## src/rtl/pb_uart_tx_if.sv

```systemverilog
// rtl/pb_uart_tx_if.sv - register-block to UART transmitter bundle
interface pb_uart_tx_if;
  logic        enable;
  logic [15:0] uart_clock_divide;
  logic        buffer_write;
  logic [7:0]  uart_data_write;
  logic        tx;
  logic        tx_data_present;
  logic        tx_half_full;
  logic        tx_full;
  logic        tx_busy;

  modport master (
    output enable, uart_clock_divide, buffer_write, uart_data_write,
    input  tx, tx_data_present, tx_half_full, tx_full, tx_busy
  );

  modport slave (
    input  enable, uart_clock_divide, buffer_write, uart_data_write,
    output tx, tx_data_present, tx_half_full, tx_full, tx_busy
  );
endinterface

```

## src/rtl/pb_uart_tx.sv

```systemverilog
// rtl/pb_uart_tx.sv - PicoBlaze UART transmitter: byte FIFO plus 8N1 serialiser
module pb_uart_tx #(
  parameter int FIFO_AW = 4
) (
  input logic         clk,
  input logic         reset,
  pb_uart_tx_if.slave bus
);
  localparam int DEPTH = 2 ** FIFO_AW;
  localparam logic [FIFO_AW:0] CNT_HALF = (FIFO_AW + 1)'(DEPTH / 2);
  localparam logic [FIFO_AW:0] CNT_FULL = (FIFO_AW + 1)'(DEPTH);

  typedef enum logic [1:0] {IDLE, START, DATA, STOP} state_t;

  state_t             state_q, state_d;
  logic [15:0]        baud_cnt_q, baud_cnt_d;
  logic [2:0]         bit_idx_q, bit_idx_d;
  logic [7:0]         shift_q, shift_d;
  logic               tx_q, tx_d;
  logic [FIFO_AW:0]   count_q, count_d;
  logic [FIFO_AW-1:0] wr_ptr_q, rd_ptr_q;
  logic               present_q, half_q, full_q;
  logic [7:0]         mem_q [DEPTH];
  logic               push, pop, bit_end;

  // A full FIFO refuses the byte even if a pop frees a slot this cycle.
  assign push    = bus.buffer_write && !full_q;
  assign bit_end = (baud_cnt_q >= bus.uart_clock_divide);

  always_comb begin
    count_d = count_q;
    if (push && !pop) begin
      count_d = count_q + 1'b1;
    end else if (pop && !push) begin
      count_d = count_q - 1'b1;
    end
  end

  always_comb begin
    state_d    = state_q;
    baud_cnt_d = baud_cnt_q;
    bit_idx_d  = bit_idx_q;
    shift_d    = shift_q;
    pop        = 1'b0;
    tx_d       = 1'b1;

    if (state_q != IDLE) begin
      baud_cnt_d = bit_end ? 16'd0 : baud_cnt_q + 16'd1;
    end

    case (state_q)
      IDLE: begin
        baud_cnt_d = 16'd0;
        if (bus.enable && present_q) begin
          pop     = 1'b1;
          shift_d = mem_q[rd_ptr_q];
          state_d = START;
        end
      end
      START: begin
        if (bit_end) begin
          state_d   = DATA;
          bit_idx_d = 3'd0;
        end
      end
      DATA: begin
        if (bit_end) begin
          shift_d   = {1'b0, shift_q[7:1]};
          bit_idx_d = bit_idx_q + 3'd1;
          if (bit_idx_q == 3'd7) begin
            state_d = STOP;
          end
        end
      end
      STOP: begin
        if (bit_end) begin
          // Chain straight into the next start bit so queued bytes leave gap-free.
          if (bus.enable && present_q) begin
            pop     = 1'b1;
            shift_d = mem_q[rd_ptr_q];
            state_d = START;
          end else begin
            state_d = IDLE;
          end
        end
      end
      default: state_d = IDLE;
    endcase

    case (state_d)
      START:   tx_d = 1'b0;
      DATA:    tx_d = shift_d[0];
      default: tx_d = 1'b1;
    endcase
  end

  always_ff @(posedge clk or negedge reset) begin
    if (!reset) begin
      state_q    <= IDLE;
      baud_cnt_q <= 16'd0;
      bit_idx_q  <= 3'd0;
      shift_q    <= 8'd0;
      tx_q       <= 1'b1;
      count_q    <= '0;
      wr_ptr_q   <= '0;
      rd_ptr_q   <= '0;
      present_q  <= 1'b0;
      half_q     <= 1'b0;
      full_q     <= 1'b0;
    end else begin
      state_q    <= state_d;
      baud_cnt_q <= baud_cnt_d;
      bit_idx_q  <= bit_idx_d;
      shift_q    <= shift_d;
      tx_q       <= tx_d;
      count_q    <= count_d;
      if (push) wr_ptr_q <= wr_ptr_q + 1'b1;
      if (pop)  rd_ptr_q <= rd_ptr_q + 1'b1;
      present_q  <= (count_d != '0);
      half_q     <= (count_d >= CNT_HALF);
      full_q     <= (count_d == CNT_FULL);
    end
  end

  always_ff @(posedge clk) begin
    if (push) begin
      mem_q[wr_ptr_q] <= bus.uart_data_write;
    end
  end

  assign bus.tx              = tx_q;
  assign bus.tx_busy         = (state_q != IDLE);
  assign bus.tx_data_present = present_q;
  assign bus.tx_half_full    = half_q;
  assign bus.tx_full         = full_q;
endmodule
```

## src/flat_wrapper.sv

```systemverilog
// flat-port wrapper written by rule: the top's interface ports become plain ports
module pb_uart_tx_flat 
#(
  parameter int FIFO_AW = 4
)
  (clk, reset, bus_enable, bus_uart_clock_divide, bus_buffer_write, bus_uart_data_write, bus_tx, bus_tx_data_present, bus_tx_half_full, bus_tx_full, bus_tx_busy);
  pb_uart_tx_if bus_i ();
  input logic clk;
  input logic reset;
  input wire logic [$bits(bus_i.enable)-1:0] bus_enable;
  input wire logic [$bits(bus_i.uart_clock_divide)-1:0] bus_uart_clock_divide;
  input wire logic [$bits(bus_i.buffer_write)-1:0] bus_buffer_write;
  input wire logic [$bits(bus_i.uart_data_write)-1:0] bus_uart_data_write;
  output wire logic [$bits(bus_i.tx)-1:0] bus_tx;
  output wire logic [$bits(bus_i.tx_data_present)-1:0] bus_tx_data_present;
  output wire logic [$bits(bus_i.tx_half_full)-1:0] bus_tx_half_full;
  output wire logic [$bits(bus_i.tx_full)-1:0] bus_tx_full;
  output wire logic [$bits(bus_i.tx_busy)-1:0] bus_tx_busy;
  assign bus_i.enable = bus_enable;
  assign bus_i.uart_clock_divide = bus_uart_clock_divide;
  assign bus_i.buffer_write = bus_buffer_write;
  assign bus_i.uart_data_write = bus_uart_data_write;
  assign bus_tx = bus_i.tx;
  assign bus_tx_data_present = bus_i.tx_data_present;
  assign bus_tx_half_full = bus_i.tx_half_full;
  assign bus_tx_full = bus_i.tx_full;
  assign bus_tx_busy = bus_i.tx_busy;
  pb_uart_tx #(.FIFO_AW(FIFO_AW)) u_core (.clk(clk), .reset(reset), .bus(bus_i));
endmodule
```

## config.mk

```make
export PLATFORM = sky130hd
export DESIGN_NAME = pb_uart_tx_flat
export DESIGN_NICKNAME = d
export VERILOG_FILES = /design/src/rtl/pb_uart_tx_if.sv /design/src/rtl/pb_uart_tx.sv /design/src/flat_wrapper.sv
export SDC_FILE = /design/constraint.sdc
export NUM_CORES = 1
export LEC_CHECK = 0
export CAP_MARGIN = 20
export CORE_MARGIN = 8
export CORE_UTILIZATION = 56
export CTS_CLUSTER_SIZE = 12
export DETAILED_ROUTE_END_ITERATION = 6
export PLACE_DENSITY = 0.78
export SYNTH_ARGS = -nofsm -noshare
export SYNTH_HDL_FRONTEND = slang
export SYNTH_SLANG_ARGS = --single-unit
```

## constraint.sdc

```tcl
create_clock -name clk -period 4.2 [get_ports clk]
set_input_delay 0.84 -clock clk [delete_from_list [all_inputs] [get_ports clk]]
set_output_delay 0.84 -clock clk [all_outputs]
set_load 0.1 [all_outputs]
```

==> Yosys cells after proc, flatten, opt, wreduce, memory -nomap -nowiden <==
Memories as Yosys holds them, arrays and structs flattened.
Index checks and enable logic that the tools add are counted.
{ "totals": {"register_bits": 46, "ram_bits": 128, "out_inout_bits": 5, "memories": 1} }
{ "classes": {"addsub": 6, "order_cmp": 2, "n_eq_ne": 10, "muxes": 25, "reduce_logical": 15} }
{ "memory_table": {"columns": ["name", "words", "width", "rd", "rd_ports_with_merged_regs", "write_ports", "line_no", "source"], "rows": [
  ["u_core.mem_q", 16, 8, 1, 0, 1, "pb_uart_tx.sv:23", "logic [7:0] mem_q [DEPTH];"]
]} }
{ "ops": {"columns": ["op", "count"], "rows": [
  ["2-to-1 mux 16 bit", 3],
  ["2-to-1 mux 8 bit", 3],
  ["one-hot mux 8 bit (3 select lines)", 1],
  ["adder 16 x 1 -> 16 bit, second input constant", 1],
  [">= comparator 16 bit", 1],
  ["2-to-1 mux 2 bit", 5],
  ["2-to-1 mux 5 bit", 2],
  ["adder 4 x 1 -> 4 bit, second input constant", 2],
  ["one-hot mux 2 bit (4 select lines)", 1],
  ["== test 2 bit, second input constant", 3],
  ["2-to-1 mux 3 bit", 2],
  ["!= test 2 x 1 -> 1 bit, second input constant", 3],
  ["one-hot mux 3 bit (2 select lines)", 1],
  ["AND reduction 3 bit", 2],
  ["nonzero test 2 bit", 3],
  ["adder 5 x 1 -> 5 bit, second input constant", 1],
  ["== test 5 bit, second input constant", 1],
  [">= comparator 5 x 4 -> 1 bit, second input constant", 1],
  ["2-to-1 mux 1 bit", 5],
  ["nonzero test 5 bit", 1],
  ["subtractor 5 x 1 -> 5 bit, second input constant", 1],
  ["== test 2 x 1 -> 1 bit, second input constant", 2],
  ["logical AND 1 bit", 4],
  ["one-hot mux 1 bit (2 select lines)", 2],
  ["other kinds (5)", 7]
]} }

==> Depth between registers and ports, before layout <==
{ "depth": {"word_depth": 8, "depth_mapped": 11, "mapped_depth_nobuf": 10} }

==> Least setup slack after synthesis <==
OpenSTA, ideal clock, no wires.
{ "synth_timing": {"path_type": "input to register", "start": "in bus_uart_clock_divide[0]", "end": "reg u_core.present_q, in the netlist u_core.bus.tx_data_present", "t_arrival_ns": 2.983, "required_ns": 4.062, "setup_slack_ns": 1.079, "cell_stages": 10, "cell_sequence": "ha_1 -> nand2b_4 -> a2111oi_4 -> nand4bb_2 -> nand3_2 -> and2_1 -> buf_6 -> o21ai_2 -> xor2_2 -> or4_1"} }
{ "synth_between": {"elab_chain_cells": 7, "elab_cells_between_ends": 9} }
{ "synth_rtl": {"columns": ["element", "line_no", "source"], "rows": [
  ["start, declared", "flat_wrapper.sv:11", "input wire logic [$bits(bus_i.uart_clock_divide)-1:0] bus_uart_clock_divide;"],
  [">= comparator 16 bit *", "pb_uart_tx.sv:28", "assign bit_end = (baud_cnt_q >= bus.uart_clock_divide);"],
  ["2-to-1 mux 1 bit *", "pb_uart_tx.sv:76", "if (bit_end) begin"],
  ["one-hot mux 1 bit (2 select lines) *", "pb_uart_tx.sv:51", "case (state_q)"],
  ["logical AND 1 bit or zero test 1 bit (tied branches)", "pb_uart_tx.sv:34, pb_uart_tx.sv:32", null],
  ["2-to-1 mux 5 bit or logical AND 1 bit (tied branches)", "pb_uart_tx.sv:34, pb_uart_tx.sv:32", null],
  ["2-to-1 mux 5 bit *", "pb_uart_tx.sv:32", "if (push && !pop) begin"],
  ["via u_core.count_d[4]", "pb_uart_tx.sv:20", "logic [FIFO_AW:0] count_q, count_d;"],
  ["nonzero test 5 bit *", "pb_uart_tx.sv:119", "present_q <= (count_d != '0);"],
  ["end signal, assigned", "pb_uart_tx.sv:119", null],
  ["end, declared", "pb_uart_tx.sv:22", "logic present_q, half_q, full_q;"]
]} }
The timed path passes the listed nets; every way through them passes the cells marked *.
A chain may end at the register's enable or synchronous reset.

==> Worst setup path in the final report <==
{ "layout_timing": {"start": "reg u_core.state_q[1]", "end": "out bus_tx_busy"} }
{ "layout_between": {"elab_chain_cells": 1} }
{ "layout_rtl": {"columns": ["element", "line_no", "source"], "rows": [
  ["start, declared", "pb_uart_tx.sv:15", "state_t state_q, state_d;"],
  ["start signal, assigned", "pb_uart_tx.sv:111", "state_q <= state_d;"],
  ["nonzero test 2 bit", "pb_uart_tx.sv:132", "assign bus.tx_busy = (state_q != IDLE);"],
  ["end, declared", "flat_wrapper.sv:18", "output wire logic [$bits(bus_i.tx_busy)-1:0] bus_tx_busy;"]
]} }
Every way passes these cells.

==> summary.txt <==
Run status
  – Outcome: complete, no violations

Cells and area
  – Nets: 600
  – Number of diodes: 0
  – Finished Layout Cells: 732
  – Share of cells above drive strength 1: 18.1%
  – Fin area: 0.00903 sq mm
  – P&R area growth vs syn: 14.5%

STA
  – Crit share post-route: 80.2%
  – Worst-Margin Slew: 1.12 ns
  – Number of setup violations in the final report: 0
  – Final Hold Viols: 0
  – Slew margin rel.: 25.2%
  – Final hold slack: 0.255 ns
  – Clk_skew: 0.0106 ns
  – Setup tns final: 0 ns
  – RSZ-0062 raised after global routing: false
  – Fmax: 297 MHz
  – Max Transition Viols Final: 0
  – Period minus WS final: 3.37 ns

Floorplan
  – Initial Util: 57.0%
  – Cell Rows: 43
  – IO Pins: 33
  – Die Area: 0.0181 sq mm
  – Core ar.: 0.0138 sq mm
  – Die Wd: 135 um
  – Die Ht: 135 um

GRT
  – Gr usage total: 18.1%
  – Largest net degree at the start of global routing: 47
  – Vias in the first global route: 4,532
  – Total gr overflow: 0
  – First-pass GRT wire length: 24,700 um
  – Initial antenna violation count: 0

Clock tree
  – Clk buf depth: 2
  – CTS root buf: clkbuf_16
  – Worst-Skew Late Latency: 0.43 ns
  – Hold-fix buffers, CTS: 0
  – Clock sink count: 174
  – H-Tree Depth: 4
  – Setup Buffers After CTS: 0
  – CTS buffer count: 17
  – Post-CTS sizing: 0
  – Worst-path clk slew: 0.07 ns
  – CTS tree: built

Detailed routing
  – Total number of vias: 4,393
  – WL final: 15,500 um
  – DRC: 0
  – Drt wl/cell: 21.2 um
  – Post-route ant nets: 0
  – Detailed Route Iter0 Violations: 354
  – Vias per cell: 6.00
  – Drt first pass iters: 5

Job
  – Max-Cap Viols: 0

Place
  – Area post-placement: 0.00840 sq mm
  – DP HPWL: 10,200 um
  – Cell Count Post-Placement: 700
  – GP Congestion: 0.824
  – Port bufs: 32

Yosys
  – Async SR Flop Fraction: 26.4%
  – Yosys reg bits: 174
  – Post-Syn Nets: 557
  – Mapped Cells: 497
  – Syn. warnings: 0
  – Syn Area/Cell: 15.9 sq um
  – Seq/Total Area, Yosys: 63.4%
  – Synth cell types: 58
  – Ys flop type: edfxtp_1
  – Post-synth EDFFs: 128
  – Synth Cell Area: 0.00789 sq mm

Power and ir drop
  – Worst vdd ir: 478 uV
  – Lkg Pwr: 3.35 nW
  – Cell Pwr Density: 632 mW/mm^2

Critical path
  – CP endpoint kind: primary output
  – Data arrival time of the worst path: 2.53 ns
  – Worst Path Max Fanout: 5
  – CP Class: flip-flop to primary output
  – CP startpoint kind: flip-flop
  – Req. time, crit path: 3.36 ns

Hold path
  – Worst min path class: primary input to async pin
-- cells by family after synthesis --
logic type / after synthesis / share of synthesized area [%]
compound gates: 56 / 5.43
xor+xnor: 22 / 2.54
mux: 49 / 12.8
buf+inv: 41 / 2.13
flops: 174 / 63.4
fa+ha+maj: 32 / 5.08
simple gates: 123 / 8.73
-- critical path, stage by stage (launching register included) --
cell and delay [ns]:
dfrtp_1 0.47, inv_1 0.14, ha_1 0.29, inv_1 0.08, clkdlybuf4s50_1 1.13
-- Yosys cell counts, types with 5 or more instances --
library cell  instances  share of area [%]
a21oi_1              13               0.82
a22o_1                8               0.89
and2_1               20                1.6
buf_2                 5               0.32
clkbuf_1              9               0.43
dfrtp_1              45                 14
edfxtp_1            128                 49
ha_1                 32                5.1
inv_1                26                1.2
mux2i_1               6               0.76
mux4_2               40                 11
nand2_1              27                1.3
nand3_1               7               0.44
nand4_1               8               0.63
nor2_1               26                1.2
nor3_1                6               0.38
o21ai_0              17                1.1
or3_1                 6               0.48
xnor2_1               9                1.0
xor2_1               12                1.3
-- metal layers --
metal  global-route usage [%]  routed length [um]
met5                        0                   0
met2                     30.0                7830
met1                     22.9                6600
met3                     4.49                 902
met4                     6.11                 161
-- state kept, by name, summed over array words and instances (netlist names) --
name                        count
u_core.rd_ptr_q                 4
u_core.state_q                  2
u_core.bus.tx_data_present      1
u_core.bus.tx_half_full         1
u_core.bus.tx_full              1
u_core.mem_q                  128
u_core.bit_idx_q                3
u_core.baud_cnt_q              16
u_core.shift_q                  8
u_core.count_q                  5
u_core.bus.tx                   1
u_core.wr_ptr_q                 4
-- layout make-up --
| class | instances | area [sq um] |
|---|---|---|
| flip-flops and latches | 174 | 5000 |
| fillers | 900 | 4800 |
| multi-input cells | 282 | 2720 |
| clock buffers | 18 | 429 |
| repair buffers | 39 | 380 |
| well taps | 180 | 225 |
| clock inverters | 13 | 179 |
| inverters | 26 | 97.6 |
-- placed cells by master, fill, tap and decap left out, types with 6 or more instances in the layout --
cell type,Yosys,layout
mux2i_1,6,6
a21oi_1,13,13
dfrtp_1,45,44
o21ai_0,17,17
xor2_1,12,12
edfxtp_1,128,128
buf_4,0,6
nor2_1,26,26
inv_1,26,26
nor3_1,6,6
clkbuf_16,0,17
nand3_1,7,7
ha_1,32,32
nand2_1,27,27
nand4_1,8,8
clkdlybuf4s50_1,0,31
mux4_2,40,40
xnor2_1,9,9
and2_1,20,20
or3_1,6,6
a22o_1,8,8
-- final timing paths --
path / startpoint / to / slack (ns) / depth (start not counted)
max: u_core.state_q[1]$_DFF_PN0_ / bus_tx_busy / 0.83 / 4
min: reset / u_core.baud_cnt_q[9]$_DFF_PN0_ / 0.26 / 1
max reg2reg: u_core.state_q[0]$_DFF_PN0_ / u_core.bus.tx_data_present$_DFF_PN0_ / 1.21 / 9
min reg2reg: u_core.bit_idx_q[1]$_DFFE_PN0P_ / u_core.bit_idx_q[1]$_DFFE_PN0P_ / 0.51 / 1
max in group asynchronous: reset / u_core.bus.tx$_DFF_PN1_ / 3.42 / 2
min in group clk: u_core.bit_idx_q[1]$_DFFE_PN0P_ / u_core.bit_idx_q[1]$_DFFE_PN0P_ / 0.51 / 1
-- power breakdown --
group | internal [mW] | switching [mW] | total, mW
Clock | 0.951 | 0.679 | 1.63
Sequential | 2.11 | 0.284 | 2.40
Combinational | 0.800 | 0.880 | 1.68
-- through the flow --
step | setup slack (ns) | total power, mW | utilization (%)
2_1_floorplan | 1.08 | 3.63 | -
3_3_place_gp | 0.565 | 4.02 | 60.8
3_5_place_dp | 0.466 | 4.08 | 60.8
4_1_cts | 0.801 | 5.75 | 65.2
5_1_grt | 0.705 | 5.97 | 65.3
6_report | 0.831 | 5.71 | 65.3
Note: power is estimated with default switching activity, not from simulation.
